<file path="src/rtl/uart_pkg.sv">
// Shared types and helpers for the buffered UART receive path.
// Pure declarations: no latency, no handshake.
package uart_pkg;

  localparam int OVERSAMPLE = 16;

  typedef enum logic [1:0] {
    PAR_NONE = 2'd0,
    PAR_ODD  = 2'd1,
    PAR_EVEN = 2'd2
  } parity_t;

  typedef enum logic [2:0] {
    IDLE,
    START,
    DATA,
    PARITY,
    STOP,
    BREAK
  } rx_state_t;

  function automatic int baud_div(input longint clk_freq, input longint baud);
    return int'(clk_freq / (baud * OVERSAMPLE));
  endfunction

endpackage

</file>
<file path="src/rtl/sync_fifo.sv">
// Generic first-word-fall-through FIFO; head word is visible combinationally.
// Push while full is taken only alongside a pop; pop while empty is ignored.
module sync_fifo #(
  parameter int WIDTH = 8,
  parameter int DEPTH = 4
) (
  input  logic                     clk,
  input  logic                     rstN,
  input  logic                     push,
  input  logic [WIDTH-1:0]         push_dat,
  input  logic                     pop,
  output logic [WIDTH-1:0]         pop_dat,
  output logic                     full,
  output logic                     empty,
  output logic [$clog2(DEPTH):0]   count
);
  localparam int AW = $clog2(DEPTH);
  localparam int CW = AW + 1;

  logic [WIDTH-1:0] mem_q [DEPTH];
  logic [AW-1:0]    wr_ptr_q, wr_ptr_d, rd_ptr_q, rd_ptr_d;
  logic [CW-1:0]    count_q, count_d;
  logic             do_push, do_pop;

  always_comb begin
    do_pop   = pop && !empty;
    do_push  = push && (!full || do_pop);
    wr_ptr_d = wr_ptr_q + AW'(do_push);
    rd_ptr_d = rd_ptr_q + AW'(do_pop);
    count_d  = count_q + CW'(do_push) - CW'(do_pop);
  end

  always_ff @(posedge clk or negedge rstN) begin
    if (!rstN) begin
      wr_ptr_q <= '0;
      rd_ptr_q <= '0;
      count_q  <= '0;
    end else begin
      wr_ptr_q <= wr_ptr_d;
      rd_ptr_q <= rd_ptr_d;
      count_q  <= count_d;
    end
  end

  always_ff @(posedge clk) begin
    if (do_push) mem_q[wr_ptr_q] <= push_dat;
  end

  // Empty head reads as zero so the output never shows a stale word.
  assign pop_dat = empty ? '0 : mem_q[rd_ptr_q];
  assign full    = (count_q == CW'(DEPTH));
  assign empty   = (count_q == '0);
  assign count   = count_q;

endmodule

</file>
<file path="src/rtl/uart_rx_buffered.sv">
// 16x-oversampled UART receiver with parity/stop checking feeding a FWFT FIFO.
// Word appears one clock after the final stop sample; a full FIFO drops frames unless popped that cycle.
module uart_rx_buffered #(
  parameter int DATA_WIDTH = 8,
  parameter int CLK_FREQ   = 50_000_000,
  parameter int BAUD_RATE  = 19200,
  parameter int PARITY     = 0,
  parameter int STOP_BITS  = 1,
  parameter int DEPTH      = 4
) (
  input  logic                    clk,
  input  logic                    rstN,
  input  logic                    rx,
  output logic [DATA_WIDTH-1:0]   rdData,
  output logic                    rdValid,
  input  logic                    rdReady,
  output logic [$clog2(DEPTH):0]  count,
  output logic                    parityErr,
  output logic                    frameErr,
  output logic                    overflow,
  input  logic                    clrErr
);
  import uart_pkg::*;

  localparam int         DIV      = baud_div(CLK_FREQ, BAUD_RATE);
  localparam int         DIV_W    = (DIV > 1) ? $clog2(DIV) : 1;
  localparam parity_t    PAR_MODE = parity_t'(PARITY);
  localparam logic [3:0] MID      = 4'd7;

  rx_state_t             state_q, state_d;
  logic                  rx_s1_q, rx_s1_d, rx_s2_q, rx_s2_d, rx_prev_q, rx_prev_d;
  logic [DIV_W-1:0]      div_cnt_q, div_cnt_d;
  logic [3:0]            smp_cnt_q, smp_cnt_d, bit_cnt_q, bit_cnt_d;
  logic [1:0]            stop_cnt_q, stop_cnt_d;
  logic [DATA_WIDTH-1:0] shift_q, shift_d;
  logic                  par_bit_q, par_bit_d, stop_bad_q, stop_bad_d;
  logic                  par_err_q, par_err_d, frm_err_q, frm_err_d, ovf_q, ovf_d;
  logic                  tick, mid, fall, last_stop, stop_low, par_ok, good;
  logic                  push, pop, fifo_full, fifo_empty;

  always_comb begin
    tick      = (div_cnt_q == DIV_W'(DIV - 1));
    mid       = tick && (smp_cnt_q == MID);
    fall      = rx_prev_q && !rx_s2_q;
    last_stop = (state_q == STOP) && mid && (stop_cnt_q == 2'(STOP_BITS - 1));
    stop_low  = stop_bad_q || !rx_s2_q;
    case (PAR_MODE)
      PAR_ODD:  par_ok = ^{shift_q, par_bit_q};
      PAR_EVEN: par_ok = ~^{shift_q, par_bit_q};
      default:  par_ok = 1'b1;
    endcase
    good = last_stop && !stop_low && par_ok;
    pop  = rdValid && rdReady;
    push = good && (!fifo_full || pop);
  end

  always_ff @(posedge clk or negedge rstN) begin
    if (!rstN) state_q <= IDLE;
    else       state_q <= state_d;
  end

  always_comb begin
    state_d = state_q;
    case (state_q)
      IDLE:             if (fall) state_d = START;
      START:            if (mid) state_d = rx_s2_q ? IDLE : DATA;
      DATA:             if (mid && bit_cnt_q == 4'(DATA_WIDTH - 1))
                          state_d = (PAR_MODE == PAR_NONE) ? STOP : uart_pkg::PARITY;
      uart_pkg::PARITY: if (mid) state_d = STOP;
      STOP:             if (last_stop) state_d = stop_low ? BREAK : IDLE;
      BREAK:            if (rx_s2_q) state_d = IDLE;
      default:          state_d = IDLE;
    endcase
  end

  always_comb begin
    rx_s1_d    = rx;
    rx_s2_d    = rx_s1_q;
    rx_prev_d  = rx_s2_q;
    div_cnt_d  = tick ? '0 : div_cnt_q + DIV_W'(1);
    smp_cnt_d  = tick ? smp_cnt_q + 4'd1 : smp_cnt_q;
    if (state_q == IDLE && fall) smp_cnt_d = '0;
    bit_cnt_d  = bit_cnt_q;
    shift_d    = shift_q;
    if (state_q == START) bit_cnt_d = '0;
    if (state_q == DATA && mid) begin
      bit_cnt_d = bit_cnt_q + 4'd1;
      shift_d   = {rx_s2_q, shift_q[DATA_WIDTH-1:1]};
    end
    par_bit_d  = (state_q == uart_pkg::PARITY && mid) ? rx_s2_q : par_bit_q;
    stop_cnt_d = (state_q != STOP) ? '0 : (mid ? stop_cnt_q + 2'd1 : stop_cnt_q);
    stop_bad_d = (state_q != STOP) ? 1'b0 : (stop_bad_q || (mid && !rx_s2_q));
    // A set in the same cycle as clrErr must survive.
    frm_err_d  = (last_stop && stop_low) || (frm_err_q && !clrErr);
    par_err_d  = (last_stop && !stop_low && !par_ok) || (par_err_q && !clrErr);
    ovf_d      = (good && fifo_full && !pop) || (ovf_q && !clrErr);
  end

  always_ff @(posedge clk or negedge rstN) begin
    if (!rstN) begin
      rx_s1_q    <= 1'b1;
      rx_s2_q    <= 1'b1;
      rx_prev_q  <= 1'b1;
      div_cnt_q  <= '0;
      smp_cnt_q  <= '0;
      bit_cnt_q  <= '0;
      stop_cnt_q <= '0;
      shift_q    <= '0;
      par_bit_q  <= 1'b0;
      stop_bad_q <= 1'b0;
      par_err_q  <= 1'b0;
      frm_err_q  <= 1'b0;
      ovf_q      <= 1'b0;
    end else begin
      rx_s1_q    <= rx_s1_d;
      rx_s2_q    <= rx_s2_d;
      rx_prev_q  <= rx_prev_d;
      div_cnt_q  <= div_cnt_d;
      smp_cnt_q  <= smp_cnt_d;
      bit_cnt_q  <= bit_cnt_d;
      stop_cnt_q <= stop_cnt_d;
      shift_q    <= shift_d;
      par_bit_q  <= par_bit_d;
      stop_bad_q <= stop_bad_d;
      par_err_q  <= par_err_d;
      frm_err_q  <= frm_err_d;
      ovf_q      <= ovf_d;
    end
  end

  sync_fifo #(
    .WIDTH (DATA_WIDTH),
    .DEPTH (DEPTH)
  ) u_fifo (
    .clk      (clk),
    .rstN     (rstN),
    .push     (push),
    .push_dat (shift_q),
    .pop      (pop),
    .pop_dat  (rdData),
    .full     (fifo_full),
    .empty    (fifo_empty),
    .count    (count)
  );

  assign rdValid   = !fifo_empty;
  assign parityErr = par_err_q;
  assign frameErr  = frm_err_q;
  assign overflow  = ovf_q;

endmodule

</file>
<file path="config.mk">
export PLATFORM = sky130hd
export DESIGN_NAME = uart_rx_buffered
export DESIGN_NICKNAME = d
export VERILOG_FILES = /design/src/rtl/uart_pkg.sv /design/src/rtl/sync_fifo.sv /design/src/rtl/uart_rx_buffered.sv
export SDC_FILE = /design/constraint.sdc
export NUM_CORES = 1
export LEC_CHECK = 0
export ABC_AREA = 1
export ABC_CLOCK_PERIOD_IN_PS = 7200
export BUFFER_PORTS_ARGS = -buffer_cell sky130_fd_sc_hd__buf_2
export CORE_UTILIZATION = 45
export DETAILED_ROUTE_END_ITERATION = 8
export HOLD_SLACK_MARGIN = 0.05
export PLACE_DENSITY = 0.6
export SYNTH_ARGS = -nofsm -noshare
export SYNTH_HDL_FRONTEND = slang
export SYNTH_HIERARCHICAL = 1
export SYNTH_SLANG_ARGS = --single-unit
</file>
<file path="constraint.sdc">
create_clock -name clk -period 7.2 [get_ports clk]
set_input_delay 1.08 -clock clk [delete_from_list [all_inputs] [get_ports clk]]
set_output_delay 1.08 -clock clk [all_outputs]
set_load 0.005 [all_outputs]
</file>
-- Word level (Yosys, flattened, before mapping)
Memories as Yosys holds them, arrays and structs flattened.
Cells that the tools add are included.
- output and inout bits: 15
- memory bits (writable): 32
- input port bits: 5
- memories kept: 1
- word-level logic and storage cells: 99
- bits in registers: 43
- memory list (memory ; words ; width ; read ports ; clocked after memory_dff ; wr ports ; line ; source):
    u_fifo.mem_q ; 4 ; 8 ; 1 ; 0 ; 1 ; sync_fifo.sv:20 ; logic [WIDTH-1:0] mem_q [DEPTH];
- reductions and logical operators: 38
- add/subtract/negate cells: 8
- multiplexer cells: 20
- eq/ne operators: 16
- operators by type and width (operator ; count):
    $mux 3 ; 7
    $logic_and 1x1->1 ; 19
    $pmux 3 s6 ; 1
    $mux 4 ; 4
    $mux 8 ; 2
    $ne 2x2->1 const B ; 6
    $eq 3x3->1 const B ; 3
    $add 4x1->4 const B ; 2
    $add 8x1->8 const B ; 1
    $eq 4x3->1 const B ; 2
    $eq 8x8->1 const B ; 1
    $eq 3x2->1 const B ; 2
    $logic_not 1->1 ; 6
    $logic_not 3->1 ; 2
    $logic_or 1x1->1 ; 6
    $mux 2 ; 3
    $reduce_and 6->1 ; 1
    $reduce_bool 2->1 ; 3
    $add 2x1->2 ; 2
    $add 3x1->3 ; 1
    $eq 3x1->1 const B ; 1
    $mux 1 ; 3
    $ne 3x3->1 const B ; 1
    $sub 3x1->3 ; 1
    2 further kinds ; 2

-- Longest topological paths before layout
- depth in word-level cells: 9
- gate-level depth with buffers: 14
- gate-level depth less buffers: 14

-- Cells and area by module
Netlist, hierarchy kept.
- modules (own cells, without submodules) (module ; seq. area each (µm²) ; cells each ; area each (µm²) ; times used):
    sync_fifo ; 1136.1 ; 168 ; 1751.7 ; 1
    uart_rx_buffered ; 904.6 ; 208 ; 1745.4 ; 1

-- Least setup slack after synthesis
Ideal clock, no wire load.
- path type: input to register
- from: input rdReady
- to: register u_fifo.count_q[2] (netlist: u_fifo/count[2])
- arrival: 2399 ps
- required time: 7078 ps
- path slack: 4678 ps
- buffers on the path: 0
- stages on the path: 10
- cell sequence: inv_1 -> o21ai_0 -> inv_1 -> nor2_1 -> inv_1 -> nand2_1 -> nand2_1 -> ha_1 -> fa_1 -> xnor2_1
- longest elaborated chain between the ends: 6
- elaborated cells on any way between the ends: 8
- classes of those cells: 2 x add/sub; 6 x reduce/logical
- RTL lines (what ; line ; source):
    start: declaration ; uart_rx_buffered.sv:16 ; input logic rdReady,
    $logic_and 1x1->1 ; uart_rx_buffered.sv:53 ; pop = rdValid && rdReady;
    $logic_or 1x1->1 ; uart_rx_buffered.sv:54 ; push = good && (!fifo_full || pop);
    $logic_and 1x1->1 ; uart_rx_buffered.sv:54 ;
    named net push ; uart_rx_buffered.sv:39 ; logic push, pop, fifo_full, fifo_empty;
    $logic_and 1x1->1 ; sync_fifo.sv:27 ; do_push = push && (!full || do_pop);
    $add 3x1->3 ; sync_fifo.sv:30 ; count_d = count_q + CW'(do_push) - CW'(do_pop);
    $sub 3x1->3 ; sync_fifo.sv:30 ;
    named net u_fifo.count_d[2] ; sync_fifo.sv:22 ; logic [CW-1:0] count_q, count_d;
    end signal: assignment ; sync_fifo.sv:41 ; count_q <= count_d;
    end: declaration ; sync_fifo.sv:22 ;
The timed path passes the listed nets, and every way through them passes these cells.
A chain may end at the register's enable or synchronous reset.

-- Worst setup path after layout
- from: register u_fifo.rd_ptr_q[0]
- to: output rdData[5]
- longest elaborated chain between the ends: 2
- RTL lines (what ; line ; source):
    start: declaration ; sync_fifo.sv:21 ; logic [AW-1:0] wr_ptr_q, wr_ptr_d, rd_ptr_q, rd_ptr_d;
    start signal: assignment ; sync_fifo.sv:40 ; rd_ptr_q <= rd_ptr_d;
    $mem_v2 4x8 ; n/a ;
    $mux 8 ; sync_fifo.sv:50 ; assign pop_dat = empty ? '0 : mem_q[rd_ptr_q];
    end: declaration ; uart_rx_buffered.sv:14 ; output logic [DATA_WIDTH-1:0] rdData,
Every way passes these cells.

==> summary.txt <==
Run status
  • Status: completed

Floorplanning
  • Die area: 8130 um2
  • Chip height: 90.2 um
  • Starting Density: 0.475
  • Core area: 7370 um2
  • Die Wd: 90.2 um
  • I/O pins: 20
  • # rows: 31

CTS
  • CTS Buffer Depth: 2
  • CTS clk-pin slew, worst paths: 80 ps
  • CTS tree: built
  • Skew-Pair Late Insertion Delay: 330 ps
  • Post-cts sizing count: 0
  • H-tree Lvls: 3
  • Sinks on Clock Net: 75
  • Cts bufs inserted: 9
  • CTS root buf: clkbuf_8
  • Setup bufs post-CTS: 0
  • Hold-fix buffers, CTS: 0

Timing
  • Fmax: 0.358 GHz
  • Final period utilization: 0.388
  • Final Hold Vio Count: 0
  • Setup ws final: 4410 ps
  • RSZ-0062 raised after global routing: false
  • Worst rel slew slack: 0.379
  • Fin Hold WS: 361 ps
  • Clock Skew: 8.44 ps
  • Endpoints failing setup: 0
  • Tightest Pin Transition: 931 ps
  • Final min period: 2790 ps
  • Setup TNS: 0 ps
  • Fin. max-slew vios: 0

Power and ir drop
  • Leakage Power: 1.90 nW
  • Clock power share: 0.260
  • Sequential Power Share: 0.483
  • Power share of the combinational group: 0.257
  • VDD IR max: 143 uV
  • Switching fraction of total power: 0.331
  • NetSw: 0.346 mW
  • Power Dens Cells: 274 nW/um2
  • Pint: 0.700 mW

GRT
  • Vias in the first global route: 2139
  • All-Layer GR Usage: 0.159
  • Largest net degree at the start of global routing: 44
  • First-pass GRT wire length: 10000 um
  • Congestion Overflow GR: 0
  • Initial antenna violation count: 0

Hold path
  • Class of the worst hold path: register to register
  • Worst hold path depth: 0

Critical path
  • Stages on the worst setup path: 5
  • WP data arrival: 1710 ps
  • Worst R2R Path Depth: 14
  • Worst setup path class: register to output pin
  • Critical Path RT: 6120 ps
  • Worst Setup SP: u_fifo/rd_ptr_q[0]
  • FF-to-FF End: u_fifo/count[2]
  • Setup slack, reg-to-reg: 4690 ps
  • Setup crit start kind: register
  • CP max FO: 18
  • Crit-path max cell delay: 740 ps
  • Crit path to: rdData[5]
  • Slowest-stage cell, CP: dfrtp_1
  • Cell family with most CP delay: flip-flops
  • Worst-path cell chain: inv_6 > nand2_1 > nand3_1 > a21oi_1 > buf_2
  • Critical Path End Type: output pin
  • Worst path bufs/invs: 2
  • Reg-to-reg critical path startpoint: div_cnt_q[1]

Drt
  • Wire per inst: 11.3 um
  • TritonRoute pass-1 iters: 4
  • Vias per cell: 4.55
  • Vias: 2294
  • Number of routed nets with antenna violations: 0
  • Final wirelength: 5680 um
  • Initial drt markers: 119
  • Drt drc: 0

Yosys
  • Synth unique cells: 28
  • Post-Synthesis Cells: 376
  • Yosys warns: 6
  • Post-synthesis register bit count: 75
  • Post-synth EDFFs: 32
  • Post-Syn Area: 3500 um2
  • Seq/Total Area, Yosys: 0.584
  • Synth top cells by count: 97 x nand2_1, 71 x inv_1, 40 x dfrtp_1, 32 x edfxtp_1, 31 x nor2_1
  • Synthesized net count: 390
  • Top cells by area, synth: dfrtp_1 29%, edfxtp_1 27%, nand2_1 10%
  • Synth top area share: 0.286
  • Most numerous cell in the Yosys netlist: nand2_1
  • Synth area leader: dfrtp_1
  • Post-synth ARST share: 0.573
  • Main synth FF type: dfrtp_1
  • Syn avg cell area: 9.30 um2

Placement
  • Inst Count DP: 488
  • Worst Setup Slack post-DPL: 4450 ps
  • Hpwl dp: 4100 um
  • GPL Wtd Cong: 0.784
  • Number of I/O port buffers: 19

Job
  • Max cap viols: 0

Cells and area
  • Fin cells: 504
  • Util after Layout: 0.518
  • Share of layout cells above drive strength 1: 0.151
  • Growth of design area from synthesis to finish: 9.23%
  • ANT cells: 0
  • Nets: 414
-- worst min path at each step --
stage	from	endpoint
2_1_floorplan	rx_s1_q	rx_prev_d
3_3_place_gp	rx_s1_q	rx_prev_d
3_5_place_dp	rx_s1_q	rx_prev_d
4_1_cts	rx_s1_q	rx_prev_d
5_1_grt	rx_s1_q	rx_prev_d
6_report	rx_s1_q	rx_prev_d
-- logic make-up (layout without fill, tap and decap cells) --
kind of cell / after synthesis / count (layout) / share of synthesized area
AOI/OAI and AO/OA: 33 / 33 / 0.0551
xor gates and xnor gates: 6 / 6 / 0.0150
adders and majority gates: 9 / 9 / 0.0343
buffers and inverters: 83 / 112 / 0.103
DFF: 75 / 75 / 0.584
and+or+nand+nor: 170 / 170 / 0.209
-- sequential cells by signal, indices dropped and copies added, names as in the netlist, 2 cells and up --
name	flops
state_q	3
div_cnt_q	8
stop_cnt_q	2
bit_cnt_q	4
u_fifo/count	3
shift_q	8
smp_cnt_q	4
u_fifo/mem_q	32
u_fifo/rd_ptr_q	2
u_fifo/wr_ptr_q	2
-- power groups by stage --
stage	clock, mW	sequential (mW)	combinational (mW)
2_1_floorplan	0	0.490	0.227
3_3_place_gp	0	0.515	0.271
3_5_place_dp	0	0.513	0.274
4_1_cts	0.287	0.504	0.276
5_1_grt	0.306	0.511	0.316
6_report	0.272	0.505	0.269
-- routing by layer --
| metal | track usage | part of all wire |
|---|---|---|
| met1 | 0.222 | 0.49 |
| met2 | 0.237 | 0.46 |
| met3 | 0.0381 | 0.031 |
| met4 | 0.0672 | 0.018 |
| met5 | 0 | 0 |
-- stage by stage --
stage | total power [mW] | cell area [um2]
after global placement | 0.785 | 3650
after floorplan | 0.717 | 3500
after detailed placement | 0.787 | 3650
after global routing | 1.13 | 3820
after CTS | 1.07 | 3820
final | 1.05 | 3820
-- cells in the final DEF (no fill, tap or decap) --
cell type	n
inv_6	1
nor2_1	31
clkinv_1	1
o21ai_1	2
a21oi_1	12
ha_1	8
dfrtp_1	40
edfxtp_1	32
nand3_4	1
xor2_1	5
nand4_1	1
inv_1	71
a31oi_1	1
clkinv_2	4
clkbuf_8	9
fa_1	1
nand2_1	97
buf_2	19
clkinv_4	2
nand2_2	5
nor3_1	4
clkinvlp_4	1
nor2_4	3
xnor2_1	1
o21ai_2	7
dfstp_2	3
nand3_1	26
nor2_2	2
o21ai_0	11
inv_2	4
-- cell type report --
class	count	area [um2]
clock buffers	9	124
clock inverters	7	45.0
fillers	693	3550
inverters	77	294
multi-input cells	218	1100
flip-flops and latches	75	2040
well taps	99	124
repair buffers	19	95.1
Note: power is estimated with default switching activity, not from simulation.
